[src/rtl/elastic_skid_buffer.sv]
// elastic_skid_buffer
// Fully-registered valid/ready elastic buffer of DEPTH entries: an output
// (head) register fed by a circular store of DEPTH-1 entries. Every output
// is a flop, so timing is cut in both directions. Also provides an
// occupancy count, an almost-full flag and a synchronous flush.
//
// Handshake semantics (both sides): a beat transfers on a rising clk edge
// where valid and ready are both high. Once valid is raised it must stay
// high, with data stable, until that edge. The buffer honours this on the
// forward side. The upstream side is trusted to do the same and is not
// checked.

module elastic_skid_buffer #(
    parameter int DATA_WIDTH   = 8,
    parameter int DEPTH        = 4,
    parameter int AFULL_THRESH = DEPTH - 1,
    parameter int CNT_W        = $clog2(DEPTH + 1)
) (
    input  logic                  clk,
    input  logic                  rst_n,
    input  logic                  flush_i,
    input  logic [DATA_WIDTH-1:0] bwd_data_i,
    input  logic                  bwd_valid_i,
    output logic                  bwd_ready_o,
    output logic [DATA_WIDTH-1:0] fwd_data_o,
    output logic                  fwd_valid_o,
    input  logic                  fwd_ready_i,
    output logic [CNT_W-1:0]      count_o,
    output logic                  almost_full_o
);

    // Storage sits behind the head register, so it holds one entry fewer
    // than the total capacity.
    localparam int STO_DEPTH = DEPTH - 1;
    localparam int PTR_W     = (STO_DEPTH > 1) ? $clog2(STO_DEPTH) : 1;

    localparam logic [PTR_W-1:0] PTR_LAST = PTR_W'(STO_DEPTH - 1);
    localparam logic [CNT_W-1:0] DEPTH_C  = CNT_W'(DEPTH);
    localparam logic [CNT_W-1:0] THRESH_C = CNT_W'(AFULL_THRESH);

    logic [DATA_WIDTH-1:0] sto_mem [STO_DEPTH];
    logic [PTR_W-1:0]      wr_ptr;
    logic [PTR_W-1:0]      rd_ptr;
    logic [CNT_W-1:0]      sto_cnt;

    logic                  push;
    logic                  pop;
    logic                  sto_empty;
    logic                  head_from_in;
    logic                  head_from_sto;
    logic                  sto_wr;
    logic [CNT_W-1:0]      count_next;
    logic [CNT_W-1:0]      sto_cnt_next;

    // Pointers wrap at the last storage slot. The storage size need not be
    // a power of two.
    function automatic logic [PTR_W-1:0] ptr_inc(input logic [PTR_W-1:0] p);
        if (p == PTR_LAST) begin
            return '0;
        end
        return p + PTR_W'(1);
    endfunction

    // Handshakes and routing. Incoming data bypasses storage whenever the
    // head is, or is about to become, empty with nothing queued behind it.
    always_comb begin
        push          = bwd_valid_i & bwd_ready_o;
        pop           = fwd_valid_o & fwd_ready_i;
        sto_empty     = (sto_cnt == '0);
        head_from_in  = push & (~fwd_valid_o | (pop & sto_empty));
        head_from_sto = pop & ~sto_empty;
        sto_wr        = push & ~head_from_in;
    end

    // Next occupancy, both total and storage-only.
    always_comb begin
        count_next = count_o;
        if (push && !pop) begin
            count_next = count_o + CNT_W'(1);
        end else if (pop && !push) begin
            count_next = count_o - CNT_W'(1);
        end

        sto_cnt_next = sto_cnt;
        if (sto_wr && !head_from_sto) begin
            sto_cnt_next = sto_cnt + CNT_W'(1);
        end else if (head_from_sto && !sto_wr) begin
            sto_cnt_next = sto_cnt - CNT_W'(1);
        end
    end

    // Storage array write. Contents need no reset because sto_cnt guards
    // every read.
    always_ff @(posedge clk) begin
        if (sto_wr && !flush_i) begin
            sto_mem[wr_ptr] <= bwd_data_i;
        end
    end

    // Head register: load from the input or from storage, or empty on a
    // pop with nothing behind it. It holds while stalled.
    always_ff @(posedge clk or negedge rst_n) begin
        if (!rst_n) begin
            fwd_valid_o <= 1'b0;
            fwd_data_o  <= '0;
        end else if (flush_i) begin
            fwd_valid_o <= 1'b0;
        end else if (head_from_in) begin
            fwd_valid_o <= 1'b1;
            fwd_data_o  <= bwd_data_i;
        end else if (head_from_sto) begin
            fwd_valid_o <= 1'b1;
            fwd_data_o  <= sto_mem[rd_ptr];
        end else if (pop) begin
            fwd_valid_o <= 1'b0;
        end
    end

    // Storage pointers and fill level. Flush takes priority over any
    // movement in the same cycle.
    always_ff @(posedge clk or negedge rst_n) begin
        if (!rst_n) begin
            wr_ptr  <= '0;
            rd_ptr  <= '0;
            sto_cnt <= '0;
        end else if (flush_i) begin
            wr_ptr  <= '0;
            rd_ptr  <= '0;
            sto_cnt <= '0;
        end else begin
            if (sto_wr) begin
                wr_ptr <= ptr_inc(wr_ptr);
            end
            if (head_from_sto) begin
                rd_ptr <= ptr_inc(rd_ptr);
            end
            sto_cnt <= sto_cnt_next;
        end
    end

    // Registered status. Ready comes from the next occupancy, so it drops
    // the cycle after the buffer fills and rises the cycle after a pop.
    always_ff @(posedge clk or negedge rst_n) begin
        if (!rst_n) begin
            count_o       <= '0;
            bwd_ready_o   <= 1'b1;
            almost_full_o <= 1'b0;
        end else if (flush_i) begin
            count_o       <= '0;
            bwd_ready_o   <= 1'b1;
            almost_full_o <= 1'b0;
        end else begin
            count_o       <= count_next;
            bwd_ready_o   <= (count_next < DEPTH_C);
            almost_full_o <= (count_next >= THRESH_C);
        end
    end

endmodule

[config.mk]
export PLATFORM = sky130hd
export DESIGN_NAME = elastic_skid_buffer
export DESIGN_NICKNAME = d
export VERILOG_FILES = /design/src/rtl/elastic_skid_buffer.sv
export SDC_FILE = /design/constraint.sdc
export NUM_CORES = 1
export LEC_CHECK = 0
export CORE_UTILIZATION = 54
export CTS_CLUSTER_DIAMETER = 150
export DETAILED_ROUTE_END_ITERATION = 7
export PLACE_DENSITY = 0.79
export SYNTH_ARGS = -nofsm -noshare
export SYNTH_HDL_FRONTEND = slang
export SYNTH_SLANG_ARGS = --single-unit
[constraint.sdc]
create_clock -name clk -period 2.7 [get_ports clk]
set_clock_uncertainty 0.2 [all_clocks]
set_input_delay 0.54 -clock clk [delete_from_list [all_inputs] [get_ports clk]]
set_output_delay 0.54 -clock clk [all_outputs]
set_load 0.005 [all_outputs]
==> results.md <==
* DIE WIDTH at 62.89 µm
* Worst Setup Path Type: in -> reg
* Fraction of synthesized cell area taken by the top area cell type at a little over a third
* Layout Nets at 213
* Proportion of synthesized area in mux cells at 9.500%
* Detailed Route Iter0 Violations at 72
* Number of enable-type register cells in the synthesized netlist at 24
* Most frequent cells after synthesis: edfxtp_1, dfrtp_1, mux2i_1
* Biggest area consumer among synthesized cells: edfxtp_1
* Critical path arrival at 2340 ps
* Max H-tree Level at 2
* Worst setup EP type: register
* Antenna diode instance count at 0
* Startpoint types: primary input
* HPWL after detailed placement at 2673 µm
* Data required, critical path at 2720 ps
* Y dimension of the die at 62.89 µm
* Least-Margin Pin Slew at 538.8 ps
* Net switching fraction of the power at ~25%
* Rows at 21
* Clock Root Buffer: clkbuf_8
* Share of synthesized cell area in and, or, nand and nor gates at 11.94%
* Hold crit path type: reg -> reg
* Power density of the placed cells at around 600 mW/mm²
* Number of flip-flops and latches in the synthesized netlist at 45
* Global routing usage summed across all routing layers at a little over a fifth
* Worst vdd ir at 478.3 µV
* Count of input and output buffers at 26
* Largest family of logic cells by synthesized area: simple AND/OR/NAND/NOR gates
* Final worst path period share at between 80% and 90%
* Clock-pin slew of the registers on the worst-case setup and hold paths at 80 ps
* Library cell contributing the largest single delay on the critical path: clkdlybuf4s50_1
* Number of antenna violations at the first check in global routing at 0
* Main area contributors after synthesis: edfxtp_1, dfrtp_1, mux2i_1, a21oi_1, nor2_1
* Area of the placeable core at roughly 0.0034 mm²
* Combinational share of power at 18.2%
* Worst Path Max Fanout at 4
* Xor and xnor area share after synthesis at 1.750%
* Leakage power of the design at 0.9510 nW
* Cell chain of the critical path: clkdlybuf4s50_1 -> buf_4 -> nand4b_1 -> fa_1 -> xnor2_1 -> or3_1 -> a21oi_1
* Net Switching at 0.3735 mW
* Vias at between 1000 and 1500
* Final Hold Violating Endpoints at 0
* Cell Int Power at ~1.1 mW
* Setup repair after global routing missed its margin: false
* Number of vias per cell after detailed routing at 5.590
* Final-layout fill cell count at 252
* Distinct cells, synth at 36
* DIE AREA at 0.003955 mm²
* Share of async-settable or async-resettable flops after synthesis at 46.67%
* Net Count, Synth at 177
* Fraction of layout cells with a size suffix above 1 at 12.12%
* Pin count of the biggest net entering global routing at 22
* Leading register cell type out of synthesis: edfxtp_1
* Buffers inserted by post-CTS timing repair at 0
* CTS tree: done
* Synthesized-area fraction occupied by ao, oa, aoi and oai cells at about 9.3%
* Global-route wire length before repair at 6223 µm
* Dominant cell by count in the synthesized netlist: edfxtp_1
* Adder-cell area share of the yosys netlist at under 10%
* Combined area of the multi-input logic cells at 694.4 µm²
* DRC viols at 0
* Routability-driven placement congestion ratio at ~0.8
* Number of synthesis warnings at 0
* Cells after Synth at 161
* Max-Slew Margin vs Limit at 63.75%
* Antenna-violating nets left at 0
* Drt first pass iters at 5
* Worst slack on hold paths at 329.9 ps
* Result of the run: complete, no violations
* Min Clock Period, post-route at 2322 ps
* Source-to-sink clock delay at the later pin of the worst-skew pair at 290 ps
* Total clock sinks at 45
* Reg area at roughly 0.0012 mm²
* Fmax at 430.7 MHz
* Clock Power Share at between 20% and 30%
* Number of gates given a new drive strength after cts at 0
* Part of the total power dissipated in sequential elements at 55.0%
* Finish-stage setup viols at 0
* Initial standard-cell utilization of the core at between 50% and 60%
* Aggregate negative setup slack at 0 ps
* Area growth from synthesis to final layout at 22.06%
* Vias in the first global route at 1353
* Average instance area after synthesis at 12.43 µm²
* Max incr delay on CP at 470 ps
* Part of the Yosys area used for sequential elements at around 62%
* Cell area after technology mapping at between 0.002 and 0.0025 mm²
* Number of max-capacitance violations reported at 0
* Total chip power at 1.477 mW
* Detailed-route wire length per cell at 15.64 µm
* I/O pin total at 27
* Number of hold-repair buffers added at the cts stage at 0
* Max Buffers Root-to-Sink at 2
* Final Slew Violations at 0
* Aggregate routed wire length at around 3800 µm
* Cts bufs inserted at 5
* GRT overflow at 0
sequential cells by signal, summed over array words and instances (netlist names):
| register | flops |
|---|---|
| wr_ptr | 2 |
| count_o | 3 |
| almost_full_o | 1 |
| bwd_ready_o | 1 |
| rd_ptr | 2 |
| fwd_data_o | 8 |
| sto_mem | 24 |
| sto_cnt | 3 |
| fwd_valid_o | 1 |
area by class of cell:
type	count	share of cell area [%]
Clock buffer	5	2.816
Clock inverter	3	0.7168
Inverter	4	0.6144
Multi-Input combinational cell	104	28.42
Sequential cell	45	51.05
Tap cell	46	2.355
Timing Repair Buffer	37	14.03
power by group through the flow:
stage          Clock [mW]  Sequential, mW  Combinational [mW]
2_1_floorplan           0           0.821               0.127
3_3_place_gp            0           0.823               0.260
3_5_place_dp            0           0.827               0.270
4_1_cts             0.409           0.812               0.271
5_1_grt             0.439           0.819               0.297
6_report            0.396           0.812               0.269
cells by family (layout without fill, tap and decap cells):
family,after synthesis,count (layout)
buffers and inverters,12,49
AND/OR/NAND/NOR,46,46
XOR/XNOR,4,4
multiplexers,19,19
adder cells (fa/ha/maj),3,3
flip-flops,45,45
AO/OA/AOI/OAI,32,32
worst paths after layout:
kind	startpoint	end	slack, ps	cells after the start
hold reg to reg	fwd_data_o[6]	fwd_data_o[6]	330	2
hold / removal	fwd_data_o[6]	fwd_data_o[6]	330	2
setup / recovery	bwd_valid_i	sto_cnt[2]	380	7
min in group asynchronous	rst_n	fwd_data_o[0]	390	2
setup reg to reg	bwd_ready_o	sto_mem[1][7]	590	5
max in group asynchronous	rst_n	bwd_ready_o	1630	2
worst max-delay path, delay by kind of cell:
kind	cells	cell delay, ps
adders and majority gates	1	430
AOI/OAI and AO/OA	1	150
and+or+nand+nor	2	490
xor gates and xnor gates	1	140
buffers and inverters	2	590
layout by cell type (no fill, tap or decap), drive strengths merged, types with 2 or more instances in the layout:
master,n
clkdlybuf4s50,26
edfxtp,24
dfrtp,20
mux2i,19
a21oi,17
nor2,14
nand2,14
buf,11
o21ai,9
clkbuf,5
inv,4
xnor2,3
nor4b,3
or3,3
clkinv,3
nor3,2
nand4b,2
ha,2
stage by stage:
step           utilization [%]  setup WS, ps  area [µm²]  cells
6_report                 70.99         378.1        2444    244
5_1_grt                  70.99         299.1        2444    244
4_1_cts                  70.99         384.1        2444    244
3_5_place_dp             68.48         79.99        2357    236
3_3_place_gp             68.48         123.0        2357    236
2_1_floorplan                -         228.5        2002    161
routing by layer:
metal / share of wire, % / track usage, % / wire [µm]
met5: 0 / 0 / 0
met4: 0.55 / 6.686 / 21
met3: 7.0 / 8.212 / 266
met2: 49 / 33.87 / 1868
met1: 43 / 26.34 / 1658
No activity file was read; power rests on OpenSTA's default activity.
